`src/rtl/traffic_phase_ctrl.sv`:
```
// traffic_phase_ctrl
// Moore controller for a two-road intersection (main street and side street).
// Every phase is timed by an external 6-bit loadable up-counter: this block
// strobes load_o (value_o is always zero) on every state change, so count_i
// reads 0 in the first cycle of each phase and a phase of length T ends on
// the cycle where count_i == T-1.
// A side-street demand sensor ends main green once its minimum has elapsed.
// An emergency request forces the intersection into an all-red hold.
module traffic_phase_ctrl #(
  parameter int T_MG = 30,
  parameter int T_MY = 4,
  parameter int T_AR = 2,
  parameter int T_SG = 20,
  parameter int T_SY = 4
) (
  input  logic       clk,
  input  logic       rst,
  input  logic [5:0] count_i,
  input  logic       sensor_i,
  input  logic       emerg_i,
  output logic       load_o,
  output logic [5:0] value_o,
  output logic [2:0] main_o,
  output logic [2:0] side_o,
  output logic [2:0] state_o
);

  typedef enum logic [2:0] {
    MG  = 3'd0,
    MY  = 3'd1,
    AR1 = 3'd2,
    SG  = 3'd3,
    SY  = 3'd4,
    AR2 = 3'd5,
    EM  = 3'd6
  } state_t;

  // Last count value of each timed phase; equality compares only, the
  // counter is reloaded on every phase change so it never skips past them.
  localparam logic [5:0] MG_END = 6'(T_MG - 1);
  localparam logic [5:0] MY_END = 6'(T_MY - 1);
  localparam logic [5:0] AR_END = 6'(T_AR - 1);
  localparam logic [5:0] SG_END = 6'(T_SG - 1);
  localparam logic [5:0] SY_END = 6'(T_SY - 1);

  localparam logic [2:0] RED = 3'b100;
  localparam logic [2:0] YEL = 3'b010;
  localparam logic [2:0] GRN = 3'b001;

  state_t state;
  state_t next_state;
  logic   min_flag;
  logic   mg_min_done;

  function automatic logic [2:0] main_lamp(input state_t s);
    case (s)
      MG:      main_lamp = GRN;
      MY:      main_lamp = YEL;
      default: main_lamp = RED;
    endcase
  endfunction

  function automatic logic [2:0] side_lamp(input state_t s);
    case (s)
      SG:      side_lamp = GRN;
      SY:      side_lamp = YEL;
      default: side_lamp = RED;
    endcase
  endfunction

  // Main green may run past 63 cycles and the counter then wraps, so the
  // minimum-green expiry is remembered in a sticky flag as well as decoded live.
  assign mg_min_done = min_flag || (count_i == MG_END);

  // Next-state decision, with emergency handling taking priority over timing.
  always_comb begin
    next_state = state;
    case (state)
      MG: begin
        if (emerg_i || (mg_min_done && sensor_i)) next_state = MY;
      end
      MY: begin
        if (count_i == MY_END) next_state = AR1;
      end
      AR1: begin
        if (emerg_i)                next_state = EM;
        else if (count_i == AR_END) next_state = SG;
      end
      SG: begin
        if (emerg_i || (count_i == SG_END)) next_state = SY;
      end
      SY: begin
        if (count_i == SY_END) next_state = AR2;
      end
      AR2: begin
        if (emerg_i)                next_state = EM;
        else if (count_i == AR_END) next_state = MG;
      end
      EM: begin
        if (!emerg_i) next_state = AR2;
      end
      default: next_state = AR2;
    endcase
  end

  // State register, min-green flag and registered lamp drivers; lamps are
  // loaded from the state being entered so they always match the state register.
  always_ff @(posedge clk or negedge rst) begin
    if (!rst) begin
      state    <= AR2;
      min_flag <= 1'b0;
      main_o   <= RED;
      side_o   <= RED;
    end else begin
      state  <= next_state;
      main_o <= main_lamp(next_state);
      side_o <= side_lamp(next_state);
      if ((state == MG) && (next_state == MG)) min_flag <= mg_min_done;
      else                                      min_flag <= 1'b0;
    end
  end

  assign load_o  = !rst || (next_state != state);
  assign value_o = 6'd0;
  assign state_o = state;

endmodule
```
`config.mk`:
```
export PLATFORM = sky130hd
export DESIGN_NAME = traffic_phase_ctrl
export DESIGN_NICKNAME = d
export VERILOG_FILES = /design/src/rtl/traffic_phase_ctrl.sv
export SDC_FILE = /design/constraint.sdc
export NUM_CORES = 1
export LEC_CHECK = 0
export CORE_UTILIZATION = 43
export CTS_BUF_LIST = sky130_fd_sc_hd__clkbuf_8
export DETAILED_ROUTE_END_ITERATION = 6
export PLACE_DENSITY_LB_ADDON = 0.15
export SYNTH_ARGS = -nofsm -noshare
export SYNTH_HDL_FRONTEND = slang
export SYNTH_SLANG_ARGS = --single-unit
```
`constraint.sdc`:
```
create_clock -name clk -period 2.9 [get_ports clk]
set_input_delay 0.29 -clock clk [delete_from_list [all_inputs] [get_ports clk]]
set_output_delay 0.29 -clock clk [all_outputs]
set_load 0.01 [all_outputs]
```
==> results.sh <==
export IMPL_cts_clk_slew_worst_paths_ps=50
export IMPL_synth_cell_area_sq_um=638
export IMPL_postSynthCellCount=70
export IMPL_p_seq_frac=0.257
export IMPL_period_needed_ps=2810
export IMPL_finalHoldViolations=0
export IMPL_avgSynthCellArea_sq_um=9.12
export IMPL_r2r_start="state_o[0]$_DFF_PN1_"
export IMPL_ant_nets=0
export IMPL_worstSetupPathType="primary input to output port"
export IMPL_drive_gt1_frac=0.298
export IMPL_synth_area_top_cells="dfrtp_1, dfstp_2, buf_4"
export IMPL_fin_crit_sh=0.970
export IMPL_cp_max_fo=2
export IMPL_fp_row_count=13
export IMPL_first_pass_iters=4
export IMPL_crit_end="load_o"
export IMPL_die_y_microns=40.5
export IMPL_hold_slack_ps=339
export IMPL_r2r_cells=8
export IMPL_grt_pass1_wl_microns=2370
export IMPL_rsz0062_at_grt="no"
export IMPL_cp_end_kind="output port"
export IMPL_ys_warn_count=0
export IMPL_vdd_drop_max_v=0.000672
export IMPL_power_switching_mw=0.365
export IMPL_cts_root_buf="clkbuf_8"
export IMPL_synthSimpleGateAreaFrac=0.245
export IMPL_reg2reg_slack_ps=900
export IMPL_wirelength_microns=1580
export IMPL_gp_congestion=0.812
export IMPL_synth_async_reset_ratio=1.00
export IMPL_antenna_found_initial=0
export IMPL_ys_ff_latch=10
export IMPL_crit_path_cell_trace="dlygate4sd2_1 -> or4_4 -> o311ai_4 -> a21oi_2 -> a2111o_1 -> a21o_4 -> o31a_1 -> buf_2"
export IMPL_die_width_microns=40.5
export IMPL_final_area_sq_um=997
export IMPL_synthMuxAreaShare=0.0157
export IMPL_slowest_delay_ps=540
export IMPL_vias_per_cell=5.12
export IMPL_skew_ps=5.76
export IMPL_drt_iter0_markers=14
export IMPL_htreeDepth=1
export IMPL_crit_arrival_ps=2520
export IMPL_finalNetCount=115
export IMPL_p_leak_nw=0.450
export IMPL_diodes=0
export IMPL_areaGrowthSynthToFinish_pct=56.3
export IMPL_grt_overflow_total=0
export IMPL_start_util=0.478
export IMPL_setup_viol=0
export IMPL_post_dp_cell_area_sq_um=896
export IMPL_crit_path_start_kind="primary input"
export IMPL_grt_pass1_vias=542
export IMPL_setup_ws_ps=86.5
export IMPL_pwr_share_comb=0.574
export IMPL_fillCellCount=93
export IMPL_worstSkewPairLatency_ps=230
export IMPL_io_buffers=19
export IMPL_synth_edff_count=0
export IMPL_yosys_area_top_type="dfrtp_1"
export IMPL_synthXorXnorAreaFrac=0.0137
export IMPL_seqCellArea_sq_um=255
export IMPL_drc_errors=0
export IMPL_crit_slowest_cell="or4_4"
export IMPL_drv_cap=0
export IMPL_grt_start_max_net_pins=12
export IMPL_num_vias=609
export IMPL_ys_dominant_reg_cell="dfrtp_1"
export IMPL_timing_rr_end="side_o[1]$_DFF_PN0_"
export IMPL_synth_top_cell_area_share=0.235
export IMPL_multi_input_area_sq_um=364
export IMPL_hpwlAfterDp_microns=1140
export IMPL_p_int_mw=0.642
export IMPL_max_freq_ghz=0.355
export IMPL_power_total_mw=1.01
export IMPL_cts_buffers=3
export IMPL_power_density_nw_per_um2=1010
export IMPL_clkPwrFrac=0.169
export IMPL_grtUsageTotal=0.227
export IMPL_ioPinCount=26
export IMPL_setup_tns_ps=0
export IMPL_synth_common_cells="nor2_1, buf_4, dfrtp_1, a21oi_1, o21ai_0"
export IMPL_yosysSeqAreaShare=0.400
export IMPL_status="finished clean"
export IMPL_clkSinkCount=10
export IMPL_synthDistinctLibCells=32
export IMPL_dieArea_sq_um=1640
export IMPL_required_ps=2610
export IMPL_synth_most_common_cell="nor2_1"
export IMPL_drv_slew=0
export IMPL_core_area_sq_um=1330
export IMPL_dpl_worst_slack_ps=-436
export IMPL_crit_path_start="count_i[2]"
export IMPL_min_path_type="primary input to async pin"
export IMPL_synth_compound_area_frac=0.225
export IMPL_cts_buffer_depth=2
export IMPL_cts_tree="yes"
export IMPL_yosys_area_share_adder=0
export IMPL_postCtsHoldBufs=0
export IMPL_synth_top_family_by_area="simple AND/OR/NAND/NOR gates"
export IMPL_wl_per_cell_microns=13.3
export IMPL_sw_frac_of_total=0.362
==> cells in the final DEF (no fill, tap or decap), drive strengths merged, types with 2 or more instances in the layout <==
cell type	count
a21oi	5
and2	2
buf	15
clkbuf	4
clkdlybuf4s50	14
conb	6
dfrtp	6
dfstp	4
dlygate4sd2	2
dlymetal6s2s	2
inv	2
nand2	4
nand2b	2
nor2	7
nor2b	4
nor3b	2
o21ai	5
or4	2
==> cell type report <==
class,count,area share
multi-input combinational,55,0.365
clock buffer,4,0.0552
timing repair buffer,33,0.297
inverter,2,0.00753
tap,15,0.0188
sequential,10,0.256
==> worst min path at each step <==
stage	start	end	slack (ps)
finish	rst	main_o[0]$_DFF_PN0_	340
global route	rst	main_o[1]$_DFF_PN0_	370
CTS	rst	main_o[0]$_DFF_PN0_	340
detailed placement	rst	main_o[0]$_DFF_PN0_	590
global placement	rst	main_o[1]$_DFF_PN0_	590
floorplan	rst	main_o[0]$_DFF_PN0_	-6
==> routing by layer <==
| metal | vias up | global-route usage | part of all wire |
|---|---|---|---|
| met3 | 2 | 0.0500 | 0.035 |
| met1 | 284 | 0.297 | 0.46 |
| li1 | 303 | - | - |
| met2 | 20 | 0.357 | 0.49 |
| met5 | - | 0 | 0 |
| met4 | 0 | 0.100 | 0.0089 |
==> sequential cells by signal, summed over array words and instances, names as in the netlist <==
signal / count
main_o: 3
min_flag: 1
side_o: 3
state_o: 3
==> per-stage QoR <==
step	std cells	utilization
final	119	0.748
after CTS	118	0.728
after global routing	119	0.748
after floorplan	75	-
after global placement	112	0.672
after detailed placement	112	0.672
==> critical path: cells and delay by family <==
family,cells,cell delay [ps]
buf+inv,2,390
compound gates,5,1290
simple gates,1,540
==> cells by family after synthesis <==
logic type | count (synthesis)
AO/OA/AOI/OAI | 19
XOR/XNOR | 1
buffers and inverters | 10
flip-flops | 10
multiplexers | 1
other | 1
AND/OR/NAND/NOR | 28
==> repair_timing <==
item                                    4_1_cts  5_1_grt
buffers inserted                              2        1
pin swaps                                     4        3
gates resized for setup                      10        4
endpoints found under the setup margin        1        1
==> power by group through the flow <==
stage | Clock (mW) | Combinational (mW) | Sequential, mW
2_1_floorplan | 0 | 0.267 | 0.275
3_3_place_gp | 0 | 0.504 | 0.251
3_5_place_dp | 0 | 0.513 | 0.256
4_1_cts | 0.174 | 0.535 | 0.255
5_1_grt | 0.179 | 0.621 | 0.263
6_report | 0.170 | 0.579 | 0.258
Note: power is estimated with default switching activity, not from simulation.
